[config.mk]
export PLATFORM = sky130hd
export DESIGN_NAME = fp_add_sequencer_flat
export DESIGN_NICKNAME = d
export VERILOG_FILES = /design/src/rtl/fp_add_sequencer_if.sv /design/src/rtl/fp_add_sequencer.sv /design/src/flat_wrapper.sv
export SDC_FILE = /design/constraint.sdc
export NUM_CORES = 1
export LEC_CHECK = 0
export CORE_UTILIZATION = 43
export DETAILED_ROUTE_END_ITERATION = 10
export GPL_ROUTABILITY_DRIVEN = 1
export GPL_TIMING_DRIVEN = 0
export PLACE_DENSITY = 0.86
export SETUP_SLACK_MARGIN = 0.5
export SLEW_MARGIN = 40
export SYNTH_ARGS = -nofsm -noshare
export SYNTH_HDL_FRONTEND = slang
export SYNTH_SLANG_ARGS = --single-unit
export TNS_END_PERCENT = 100
[constraint.sdc]
create_clock -name clk -period 2 [get_ports clk]
set_clock_uncertainty 0.1 [all_clocks]
set_input_delay 0.2 -clock clk [delete_from_list [all_inputs] [get_ports clk]]
set_output_delay 0.2 -clock clk [all_outputs]
set_load 0.1 [all_outputs]
[src/rtl/fp_add_sequencer_if.sv]
// fp_add_sequencer_if: VEDA memory port and fp_adder operand/result bundle.
// master = sequencer side, slave = memory/adder side.
interface fp_add_sequencer_if #(
  parameter int ADDR_W = 5
);
  logic [ADDR_W-1:0] mem_address;
  logic              mem_mode;
  logic              mem_write_enable;
  logic [31:0]       mem_data_in;
  logic [31:0]       mem_data_out;
  logic [31:0]       add_a;
  logic [31:0]       add_b;
  logic [31:0]       add_result;

  modport master (
    output mem_address, mem_mode, mem_write_enable, mem_data_in, add_a, add_b,
    input  mem_data_out, add_result
  );

  modport slave (
    input  mem_address, mem_mode, mem_write_enable, mem_data_in, add_a, add_b,
    output mem_data_out, add_result
  );
endinterface

[src/rtl/fp_add_sequencer.sv]
// fp_add_sequencer: walks {a, b, expected} entries stored in VEDA memory,
// feeds each a/b pair to the fp_adder and tallies sums that differ from the
// expected word.
// Optional feature macro: FP_SEQ_WRITEBACK_EN -- adds a WB state that writes
// every computed sum over its expected word (5 cycles per entry instead of 4).
//
// state | meaning
// IDLE  | waiting for start
// RD_A  | present ptr
// RD_B  | present ptr+1, capture a
// RD_E  | present ptr+2, capture b
// CHECK | compare adder sum with expected word
// WB    | write sum to ptr+2 (writeback build only)
// DONE  | one-cycle completion pulse
module fp_add_sequencer #(
  parameter int ADDR_W = 5,
  parameter int CNT_W  = 4
) (
  input  logic                clk,
  input  logic                reset,
  input  logic                start,
  input  logic [ADDR_W-1:0]   base_addr,
  input  logic [CNT_W-1:0]    count,
  output logic                busy,
  output logic                done,
  output logic                pass,
  output logic [CNT_W-1:0]    err_count,
  output logic [CNT_W-1:0]    first_err_idx,
  fp_add_sequencer_if.master  bus
);

  typedef enum logic [2:0] {
    IDLE  = 3'd0,
    RD_A  = 3'd1,
    RD_B  = 3'd2,
    RD_E  = 3'd3,
    CHECK = 3'd4,
`ifdef FP_SEQ_WRITEBACK_EN
    WB    = 3'd5,
`endif
    DONE  = 3'd6
  } state_t;

  localparam logic [ADDR_W-1:0] ADDR_ONE   = ADDR_W'(1);
  localparam logic [ADDR_W-1:0] ADDR_TWO   = ADDR_W'(2);
  localparam logic [ADDR_W-1:0] ADDR_THREE = ADDR_W'(3);
  localparam logic [CNT_W-1:0]  CNT_ONE    = CNT_W'(1);

  state_t            state, state_nxt;
  logic [ADDR_W-1:0] ptr;
  logic [CNT_W-1:0]  remain;
  logic [CNT_W-1:0]  idx;
  logic              last_entry;
  logic              mismatch;
  logic              entry_end;

  assign last_entry = (remain == CNT_ONE);
  assign mismatch   = (bus.add_result != bus.mem_data_out);
  assign busy       = (state != IDLE) && (state != DONE);
  assign done       = (state == DONE);
  assign pass       = (err_count == '0);

  // The pointer steps once the last state of an entry has run.
`ifdef FP_SEQ_WRITEBACK_EN
  assign entry_end = (state == WB);
`else
  assign entry_end = (state == CHECK);
`endif

  // State register.
  always_ff @(posedge clk) begin
    if (reset) state <= IDLE;
    else       state <= state_nxt;
  end

  // Next-state decode and VEDA control; idle/done park the bus at address 0 in read mode.
  always_comb begin
    state_nxt            = state;
    bus.mem_address      = '0;
    bus.mem_mode         = 1'b1;
    bus.mem_write_enable = 1'b0;
    bus.mem_data_in      = '0;
    case (state)
      IDLE: begin
        if (start) state_nxt = (count == '0) ? DONE : RD_A;
      end
      RD_A: begin
        bus.mem_address = ptr;
        state_nxt       = RD_B;
      end
      RD_B: begin
        bus.mem_address = ptr + ADDR_ONE;
        state_nxt       = RD_E;
      end
      RD_E: begin
        bus.mem_address = ptr + ADDR_TWO;
        state_nxt       = CHECK;
      end
      CHECK: begin
`ifdef FP_SEQ_WRITEBACK_EN
        state_nxt = WB;
`else
        state_nxt = last_entry ? DONE : RD_A;
`endif
      end
`ifdef FP_SEQ_WRITEBACK_EN
      WB: begin
        bus.mem_address      = ptr + ADDR_TWO;
        bus.mem_mode         = 1'b0;
        bus.mem_write_enable = 1'b1;
        bus.mem_data_in      = bus.add_result;
        state_nxt            = last_entry ? DONE : RD_A;
      end
`endif
      DONE: begin
        state_nxt = IDLE;
      end
      default: begin
        state_nxt = IDLE;
      end
    endcase
  end

  // Run setup, operand capture, mismatch tally and entry advance (remain is a down-counter).
  always_ff @(posedge clk) begin
    if (reset) begin
      ptr           <= '0;
      remain        <= '0;
      idx           <= '0;
      err_count     <= '0;
      first_err_idx <= '1;
      bus.add_a     <= '0;
      bus.add_b     <= '0;
    end else begin
      if (state == IDLE && start) begin
        ptr           <= base_addr;
        remain        <= count;
        idx           <= '0;
        err_count     <= '0;
        first_err_idx <= '1;
      end
      if (state == RD_B) bus.add_a <= bus.mem_data_out;
      if (state == RD_E) bus.add_b <= bus.mem_data_out;
      if (state == CHECK && mismatch) begin
        if (err_count != '1) err_count <= err_count + CNT_ONE;
        if (err_count == '0) first_err_idx <= idx;
      end
      if (entry_end) begin
        ptr    <= ptr + ADDR_THREE;
        remain <= remain - CNT_ONE;
        idx    <= idx + CNT_ONE;
      end
    end
  end

endmodule

[src/flat_wrapper.sv]
// flat-port wrapper written by rule: the top's interface ports become plain ports
module fp_add_sequencer_flat 
#(
  parameter int ADDR_W = 5,
  parameter int CNT_W  = 4
)
  (clk, reset, start, base_addr, count, busy, done, pass, err_count, first_err_idx, bus_mem_address, bus_mem_mode, bus_mem_write_enable, bus_mem_data_in, bus_add_a, bus_add_b, bus_mem_data_out, bus_add_result);
  fp_add_sequencer_if #(.ADDR_W(ADDR_W)) bus_i ();
  input  logic clk;
  input  logic reset;
  input  logic start;
  input  logic [ADDR_W-1:0] base_addr;
  input  logic [CNT_W-1:0] count;
  output logic busy;
  output logic done;
  output logic pass;
  output logic [CNT_W-1:0] err_count;
  output logic [CNT_W-1:0] first_err_idx;
  output wire logic [$bits(bus_i.mem_address)-1:0] bus_mem_address;
  output wire logic [$bits(bus_i.mem_mode)-1:0] bus_mem_mode;
  output wire logic [$bits(bus_i.mem_write_enable)-1:0] bus_mem_write_enable;
  output wire logic [$bits(bus_i.mem_data_in)-1:0] bus_mem_data_in;
  output wire logic [$bits(bus_i.add_a)-1:0] bus_add_a;
  output wire logic [$bits(bus_i.add_b)-1:0] bus_add_b;
  input wire logic [$bits(bus_i.mem_data_out)-1:0] bus_mem_data_out;
  input wire logic [$bits(bus_i.add_result)-1:0] bus_add_result;
  assign bus_mem_address = bus_i.mem_address;
  assign bus_mem_mode = bus_i.mem_mode;
  assign bus_mem_write_enable = bus_i.mem_write_enable;
  assign bus_mem_data_in = bus_i.mem_data_in;
  assign bus_add_a = bus_i.add_a;
  assign bus_add_b = bus_i.add_b;
  assign bus_i.mem_data_out = bus_mem_data_out;
  assign bus_i.add_result = bus_add_result;
  fp_add_sequencer #(.ADDR_W(ADDR_W), .CNT_W(CNT_W)) u_core (.clk(clk), .reset(reset), .start(start), .base_addr(base_addr), .count(count), .busy(busy), .done(done), .pass(pass), .err_count(err_count), .first_err_idx(first_err_idx), .bus(bus_i));
endmodule
==> results of run 1 <==
==> registers in the layout, summed over array words and instances, names as in the netlist <==
signal and flops:
u_core.bus.add_a 32, u_core.bus.add_b 32, u_core.err_count 4, u_core.first_err_idx 4
u_core.idx 4, u_core.ptr 5, u_core.remain 4, u_core.state 3
==> what timing repair did <==
action | in CTS | in global routing
setup buffers | 30 | 16
gates resized for setup | 244 | 189
hold buffers | 0 | 0
pin swaps | 53 | 52
gates cloned | 4 | 4
endpoints found under the setup margin | 97 | 97
==> worst paths after layout <==
check	start	to	slack [ps]	cells after the start
hold / removal	bus_mem_data_out[17]	u_core.bus.add_b[17]	170	3
setup / recovery	u_core.state[0]	u_core.ptr[0]	-120	11
hold reg to reg	u_core.bus.add_b[2]	u_core.bus.add_b[2]	370	2
setup reg to reg	u_core.state[0]	u_core.ptr[0]	-120	11
==> cell usage after synthesis (2+ instances only) <==
cell | n | area [µm²]
a211oi_1 | 4 | 30.0
a21oi_1 | 78 | 390
a21oi_2 | 2 | 17.5
a221oi_1 | 3 | 26.3
a22oi_1 | 2 | 15.0
a32oi_1 | 2 | 17.5
and2_1 | 2 | 12.5
and4_4 | 2 | 22.5
buf_2 | 11 | 55.1
buf_4 | 35 | 263
buf_6 | 2 | 22.5
clkbuf_1 | 21 | 78.8
conb_1 | 2 | 7.51
dfxtp_1 | 88 | 1760
ha_1 | 9 | 113
inv_1 | 8 | 30.0
mux2i_1 | 6 | 60.1
nand2_1 | 138 | 518
nand2b_1 | 4 | 25.0
nand3_1 | 4 | 20.0
nand4_1 | 3 | 18.8
nor2_1 | 35 | 131
nor2b_1 | 6 | 37.5
nor3_1 | 12 | 60.1
nor3b_1 | 3 | 22.5
nor4_2 | 9 | 113
o21ai_0 | 8 | 40.0
o31ai_1 | 2 | 15.0
or3_1 | 2 | 12.5
or4_1 | 2 | 15.0
xnor2_1 | 2 | 17.5
xor2_1 | 34 | 298
==> area by class of cell <==
| type | instances | area, µm² |
|---|---|---|
| clock inverter | 5 | 82.6 |
| fill | 549 | 1770 |
| tap | 133 | 166 |
| timing repair buffer | 209 | 1890 |
| buffer | 69 | 651 |
| clock buffer | 10 | 128 |
| sequential | 88 | 1790 |
| multi-input combinational | 424 | 3390 |
| inverter | 9 | 38.8 |
==> stage by stage <==
stage / hold WS [ps] / TNS (ps)
6_report: 172 / -901
5_1_grt: 178 / -2610
3_3_place_gp: 342 / -4890
4_1_cts: 170 / -117
2_1_floorplan: 235 / -1200
3_5_place_dp: 345 / -1680
==> per-layer routing <==
| metal | global-route usage (%) | vias up | part of all wire (%) |
|---|---|---|---|
| li1 | - | 2303 | - |
| met5 | 0 | - | 0 |
| met2 | 51.7 | 345 | 52 |
| met4 | 15.8 | 0 | 5.3 |
| met1 | 30.3 | 2513 | 34 |
| met3 | 8.81 | 88 | 8.5 |
==> power groups by stage <==
stage               combinational, mW  clock, mW  sequential, mW
finish                           2.17       1.39            1.91
detailed placement               1.58          0            1.92
global placement                 1.62          0            1.92
floorplan                       0.852          0            2.28
global route                     2.23       1.45            1.92
CTS                              1.87       1.34            1.89
==> worst max-delay path: cells and delay by family (launching register included) <==
family	cells	cell delay [ps]
flip-flops	1	330
AO/OA/AOI/OAI	1	240
AND/OR/NAND/NOR	3	440
buffers and inverters	7	870
==> cells by family after synthesis <==
logic type,Yosys count
DFF,88
AOI/OAI and AO/OA,109
xor gates and xnor gates,36
and+or+nand+nor,229
other,2
muxes,7
adders and majority gates,9
buffers and inverters,78
==> results.txt, run 1 <==
status - complete, but fails checks
violated checks - negative setup slack
Netlist Area Pre-Place - 4440 µm²
CTS sink cnt - 88
Final min period - 2120 ps
hpwl dp - 10400 µm
share of layout cells above drive strength 1 - 52.0%
DRC violations left - 0
# setup viols final - 18
Final Util - 82.1%
dpl ws - -313 ps
CP Capture Type - register
Synth Area in Adders - 2.54%
Netlist cell types - 49
die area - 10700 µm²
drt wl/cell - 20.6 µm
Ports - 190
Tcrit/Tclk final - 106%
Port Buffer Count - 155
synth warn - 0
cells after synthesis - 558
Least-Margin Pin Slew - 746 ps
total power - 5.47 mW
Non-Filler Instances - 947
vias in the first global route - 4855
core area - 9910 µm²
main combinational cell family by area after synthesis - simple AND/OR/NAND/NOR gates
Sw Ratio - 40.4%
clk buf depth - 2
complex-gate fraction of the synthesized area - 14.1%
Net Sw Power - 2.21 mW
Seq pwr share - 35.0%
LEAKAGE - 3.49 nW
final instance area - 8140 µm²
vias per std cell - 5.54
GPL Wtd Cong - 0.856
pin count of the biggest net entering global routing - 15
initial core utilization - 44.8%
Via Count - 5249
Final Hold Violating Endpoints - 0
die height - 104 µm
predominant post-synthesis flop cell - dfxtp_1
Initial DRT Pass Iterations - 5
first-pass GRT wire length - 24600 µm
PD cells - 672 nW/µm²
Ant. Diodes - 0
Crit Path Class - reg -> reg
final worst setup slack - -116 ps
Worst-Skew Late Latency - 370 ps
Synth async-reset ratio - 0%
Root Buffer - clkbuf_8
crit path cell chain - buf_6 > buf_4 > buf_6 > buf_8 > nor3b_4 > buf_6 > buf_6 > nor2_4 > buf_6 > a221oi_2 > nor2_1
slowest CP cell - dfxtp_2
grt ovf - 0
VDD IR-drop max - 0.437 mV
initial antenna violation count - 0
chip width - 104 µm
Hold/Removal Path Class - in -> reg
Slew Viols, Final - 0
Area after DPL - 6030 µm²
Critical Path Max Stage Delay - 330 ps
clock share of power - 25.3%
DRT iter0 DRCs - 318
Comb pwr share - 39.7%
gr usage total - 29.0%
RSZ-0062 raised after global routing - yes
post-synthesis simple-gate area fraction - 24.5%
most frequent cell on the critical path - buf_6
Worst EP arrival - 2250 ps
Post-synth EDFFs - 0
nets - 895
most frequent cells in the layout - 78 x dfxtp_1, 67 x nand2_1, 64 x buf_4
CTS tree - built
xor and xnor fraction of the mapped netlist area - 7.10%
Max-slew headroom - 50.2%
Int Pwr - 3.26 mW
Synth Area per Inst - 7.96 µm²
critical path required time - 2130 ps
Final ANT Viol Nets - 0
H-tree Lvls - 3
total CTS buffers - 9
fmax - 473 MHz
final wirelength - 19500 µm
post-placement cell count - 878
flops & latches, synth - 88
row count - 36
area delta synth->final - 83.2%
commonest non-fill, non-tap cell in the layout - dfxtp_1
Max-Cap Viols - 0
clk slew on worst S/H paths - 90 ps
mux cell area share after synthesis - 1.69%
crit-path max FO - 5
startpoint type of the worst setup path - register
register area share after synthesis - 39.7%
No activity file was read; power rests on OpenSTA's default activity.
==> run 2, diff against run 1 <==
--- a/config.mk
+++ b/config.mk
@@ -15,4 +15,4 @@
 export SYNTH_ARGS = -nofsm -noshare
 export SYNTH_HDL_FRONTEND = slang
 export SYNTH_SLANG_ARGS = --single-unit
-export TNS_END_PERCENT = 100
+export TNS_END_PERCENT = 10
==> run 2 against run 1 <==
Effect of this change:
- the flow still finishes with violations (negative setup slack)
- combinational power shrank 20%
- total power shrank 11%
- via count shrank 12%
- largest power group is now registers
- critical path type is now reg -> out
- global-route usage shrank 2.2 points
- first-iteration DRC count down 45%
==> results.txt, run 2 (synthesis results as in run 1) <==
status - complete, but fails checks
violated checks - negative setup slack
chip width - 104 µm
initial core utilization - 44.8%
fmax - 494 MHz
Root Buffer - clkbuf_8
Least-Margin Pin Slew - 602 ps
area delta synth->final - 48.9%
worst path bufs/invs - 5
Port Buffer Count - 155
Final Hold Violating Endpoints - 0
Sw Ratio - 40.0%
core area - 9910 µm²
startpoint type of the worst setup path - register
CP Capture Type - output pin
Tcrit/Tclk final - 101%
worst setup path end - bus_mem_address[4]
Global Route met1 Usage - 30.5%
RSZ-0062 raised after global routing - yes
most frequent cells in the layout - 136 x nand2_1, 79 x dfxtp_1, 76 x buf_2
worst hold slack - 160 ps
Worst EP arrival - 1720 ps
# hold bufs at CTS - 0
Regs by FF count - u_core.bus.add_a: 32 flops, u_core.bus.add_b: 32 flops, u_core.ptr: 5 flops
Int Pwr - 2.92 mW
area occupied by multi-input gates - 2540 µm²
Final Util - 66.7%
vias per std cell - 5.08
Ports - 190
dpl ws - -314 ps
H-tree Lvls - 3
first-pass GRT wire length - 22900 µm
Top delay family on crit path - buffers and inverters
clk slew on worst S/H paths - 90 ps
CTS tree - built
crit-path max FO - 8
Slew Viols, Final - 0
drt wl/cell - 15.7 µm
Seq pwr share - 38.8%
reg-to-reg slack, setup - 80 ps
Critical Path Max Stage Delay - 330 ps
met2 usage - 46.5%
RR Startpoint - u_core.state[0]
Via Count - 4625
CTS sink cnt - 88
DRC violations left - 0
initial antenna violation count - 1
Final min period - 2020 ps
Comb pwr share - 35.7%
met3 Usage GRT - 7.11%
total CTS buffers - 9
hpwl dp - 10600 µm
crit path cell chain - buf_8 > clkbuf_16 > clkbuf_16 > buf_4 > a32oi_1 > nor2_2 > buf_12
slowest CP cell - dfxtp_2
final wirelength - 14300 µm
final instance area - 6610 µm²
busiest grt layer - met2
vias in the first global route - 4578
share of layout cells above drive strength 1 - 29.6%
Max-Cap Viols - 0
row count - 36
Final ANT Viol Nets - 0
clk buf depth - 2
worst r2r path cells - 6
Worst-Skew Late Latency - 350 ps
LEAKAGE - 2.83 nW
Reg area - 1790 µm²
Area after DPL - 5950 µm²
PD cells - 735 nW/µm²
# setup viols final - 3
crit path from - u_core.state[0]
DRT iter0 DRCs - 175
nets - 857
VDD IR-drop max - 0.464 mV
clock share of power - 25.5%
# fillers - 837
grt ovf - 0
critical path required time - 1700 ps
Initial DRT Pass Iterations - 5
final worst setup slack - -23.8 ps
Crit Path Class - reg -> out
Hold/Removal Path Class - in -> reg
gr usage total - 26.8%
die height - 104 µm
Final TNS setup - -65.2 ps
die area - 10700 µm²
most frequent cell on the critical path - clkbuf_16
commonest non-fill, non-tap cell in the layout - nand2_1
RR Endpoint - u_core.err_count[3]
WP depth - 7
pin count of the biggest net entering global routing - 16
Max-slew headroom - 59.9%
Net Sw Power - 1.94 mW
GPL Wtd Cong - 0.815
[run 2: cell types whose count changed in the layout (fill, tap and decap cells not counted), moves of 21 or more]
cell	previous run	this run
a21oi_2	58	2
nand2_4	53	0
nand2_1	67	136
a21oi_1	17	75
buf_2	48	76
buf_6	26	5
[run 2: worst min-delay path by stage]
| stage | start | end | slack (ps) | cells after the start |
|---|---|---|---|---|
| 2_1_floorplan | base_addr[3] | u_core.ptr[3] | 240 | 2 |
| 3_3_place_gp | u_core.bus.add_a[9] | u_core.bus.add_a[9] | 340 | 2 |
| 3_5_place_dp | u_core.bus.add_b[15] | u_core.bus.add_b[15] | 340 | 2 |
| 4_1_cts | bus_mem_data_out[21] | u_core.bus.add_a[21] | 150 | 3 |
| 5_1_grt | bus_mem_data_out[21] | u_core.bus.add_a[21] | 150 | 3 |
| 6_report | bus_mem_data_out[21] | u_core.bus.add_a[21] | 160 | 3 |
[run 2: cell type report]
type                            instances  area share, %
Multi-Input combinational cell        424           38.5
Sequential cell                        88           27.0
Timing Repair Buffer                  171           20.4
Antenna cell                            1         0.0378
Clock inverter                          7           1.10
Buffer                                 69           8.02
Inverter                                9          0.587
Tap cell                              133           2.52
Clock buffer                            9           1.87
[run 2: per-layer routing]
metal / part of all wire [%] / routed length [µm] / vias to the layer above
li1: - / - / 2220
met1: 38 / 5490 / 2136
met2: 50 / 7170 / 236
met3: 8.9 / 1270 / 33
met4: 2.6 / 369 / 0
met5: 0 / 0 / -
[run 2: what timing repair did]
item / CTS / global route
pin swaps: 19 / 16
resized for setup: 110 / 47
gates cloned: 0 / 0
setup endpoints to repair: 98 / 100
buffers inserted: 16 / 0
[run 2: worst min-delay path: stages]
cell and delay [ps]:
dlygate4sd2_1 260, nand2_1 60, a21oi_1 50
[run 2: power by group through the flow]
stage               Sequential [mW]  Clock, mW  Combinational, mW
floorplan                      2.27          0              0.821
global placement               1.92          0               1.59
detailed placement             1.92          0               1.56
CTS                            1.88       1.25               1.69
global route                   1.89       1.31               1.82
finish                         1.88       1.24               1.74
[run 2: metrics by stage]
| step | std cells | power (mW) |
|---|---|---|
| 6_report | 911 | 4.86 |
| 5_1_grt | 911 | 5.02 |
| 4_1_cts | 910 | 4.83 |
| 3_5_place_dp | 878 | 3.48 |
| 3_3_place_gp | 878 | 3.51 |
| 2_1_floorplan | 590 | 3.10 |
==> run 3, diff against run 2 <==
==> constraint.sdc (replaced) <==
create_clock -name clk -period 2 [get_ports clk]
set_clock_uncertainty 0.1 [all_clocks]
set_input_delay 0.2 -clock clk [delete_from_list [all_inputs] [get_ports clk]]
set_output_delay 0.2 -clock clk [all_outputs]
set_load 0.02 [all_outputs]
==> run 3 against run 2 <==
Effect of this change:
- the flow now finishes without violations
- clock power grew 5%
- first-iteration DRC count grew 70%
- critical path depth shrank 1
- cell count grew 0.99%
- sequential share of layout area shrank 4.2 points
- wire length grew 22%
- utilization grew 12 points
- die area is the same
==> results.txt, run 3 (synthesis results as in run 1) <==
PD cells - 579 nW/µm²
DRT iter0 DRCs - 298
Crit Path Class - reg -> out
status - complete, no violations
CTS tree - built
share of layout cells above drive strength 1 - 36.1%
Comb pwr share - 29.6%
Hold/Removal Path Class - in -> reg
dpl ws - -306 ps
fmax - 511 MHz
RSZ-0062 raised after global routing - yes
total power - 4.53 mW
Seq pwr share - 41.7%
H-tree Lvls - 3
drt wl/cell - 18.9 µm
Port Buffer Count - 155
row count - 36
VDD IR-drop max - 0.388 mV
busiest grt layer - met2
Root Buffer - clkbuf_8
final instance area - 7830 µm²
crit-path max FO - 6
Sw Ratio - 33.5%
initial antenna violation count - 0
commonest non-fill, non-tap cell in the layout - nand2_1
final worst setup slack - 42.4 ps
Max-slew headroom - 51.6%
gr usage total - 26.8%
Global Route met1 Usage - 31.0%
Tcrit/Tclk final - 97.9%
Slew Viols, Final - 0
final wirelength - 17400 µm
Via Count - 5040
vias in the first global route - 4473
# hold bufs at CTS - 0
LEAKAGE - 4.42 nW
total CTS buffers - 9
critical path required time - 1700 ps
chip width - 104 µm
Final ANT Viol Nets - 0
clk buf depth - 2
core area - 9910 µm²
most frequent cells in the layout - 86 x nand2_1, 77 x dfxtp_1, 74 x dlymetal6s2s_1
Worst EP arrival - 1660 ps
grt ovf - 0
Ports - 190
nets - 867
Least-Margin Pin Slew - 726 ps
Worst-Skew Late Latency - 380 ps
Final Hold Violating Endpoints - 0
initial core utilization - 44.8%
pin count of the biggest net entering global routing - 16
Non-Filler Instances - 920
Initial DRT Pass Iterations - 8
Ant. Diodes - 0
Final Util - 79.0%
CP Capture Type - output pin
vias per std cell - 5.48
first-pass GRT wire length - 22700 µm
Final min period - 1960 ps
CTS sink cnt - 88
# setup viols final - 0
DRC violations left - 0
hpwl dp - 10700 µm
Max-Cap Viols - 0
met2 usage - 46.6%
met3 Usage GRT - 6.36%
Area after DPL - 6330 µm²
clk slew on worst S/H paths - 100 ps
Net Sw Power - 1.52 mW
startpoint type of the worst setup path - register
clock share of power - 28.7%
die height - 104 µm
Regs by FF count - u_core.bus.add_a: 32 flops, u_core.bus.add_b: 32 flops, u_core.ptr: 5 flops
GPL Wtd Cong - 0.853
area delta synth->final - 76.2%
die area - 10700 µm²
post-placement cell count - 878
Int Pwr - 3.01 mW
run 3: timing repair:
item | in CTS | in global routing
buffers inserted | 12 | 12
endpoints found under the hold margin | 0 | 0
resized for setup | 138 | 324
endpoints found under the setup margin | 168 | 167
gates cloned | 0 | 2
pin swaps | 21 | 87
run 3: cell type report:
type                    instances  area, µm²
multi-input cells             424       3100
fillers                       589       2080
repair buffers                181       1890
flip-flops and latches         88       1790
plain buffers                  69        654
well taps                     133        166
clock buffers                  10        128
clock inverters                 6       67.6
inverters                       9       36.3
run 3: worst max-delay path, cell delays in order (launching register included):
cell     delay (ps)
dfxtp_4         400
inv_2            70
ha_1            300
nor2b_1         140
o21ai_1          90
a21oi_2         140
buf_6           130
run 3: worst paths after layout:
check	startpoint	to	slack (ps)	depth (start not counted)
worst max-delay path	u_core.ptr[1]	bus_mem_address[2]	40	6
worst min-delay path	bus_mem_data_out[12]	u_core.bus.add_b[12]	6	3
worst min register to register	u_core.bus.add_a[23]	u_core.bus.add_a[23]	350	2
worst max register to register	u_core.state[0]	u_core.err_count[3]	70	6
run 3: layer usage:
layer | vias to the layer above | wire, µm
li1 | 2236 | -
met1 | 2399 | 6310
met2 | 324 | 8790
met3 | 81 | 1490
met4 | 0 | 787
met5 | - | 0
run 3: power groups by stage:
stage          Sequential, mW  Combinational [mW]  Clock [mW]
2_1_floorplan            1.98               0.519           0
3_3_place_gp             1.92               0.987           0
3_5_place_dp             1.92                1.01           0
4_1_cts                  1.88                1.05        1.28
5_1_grt                  1.89                1.40        1.38
6_report                 1.89                1.34        1.30
run 3: through the flow:
stage               TNS [ps]  hold WS (ps)
floorplan                  0           235
global route           -30.2       -0.0701
finish                     0          5.81
global placement       -1640           342
CTS                        0           144
detailed placement     -2400           345
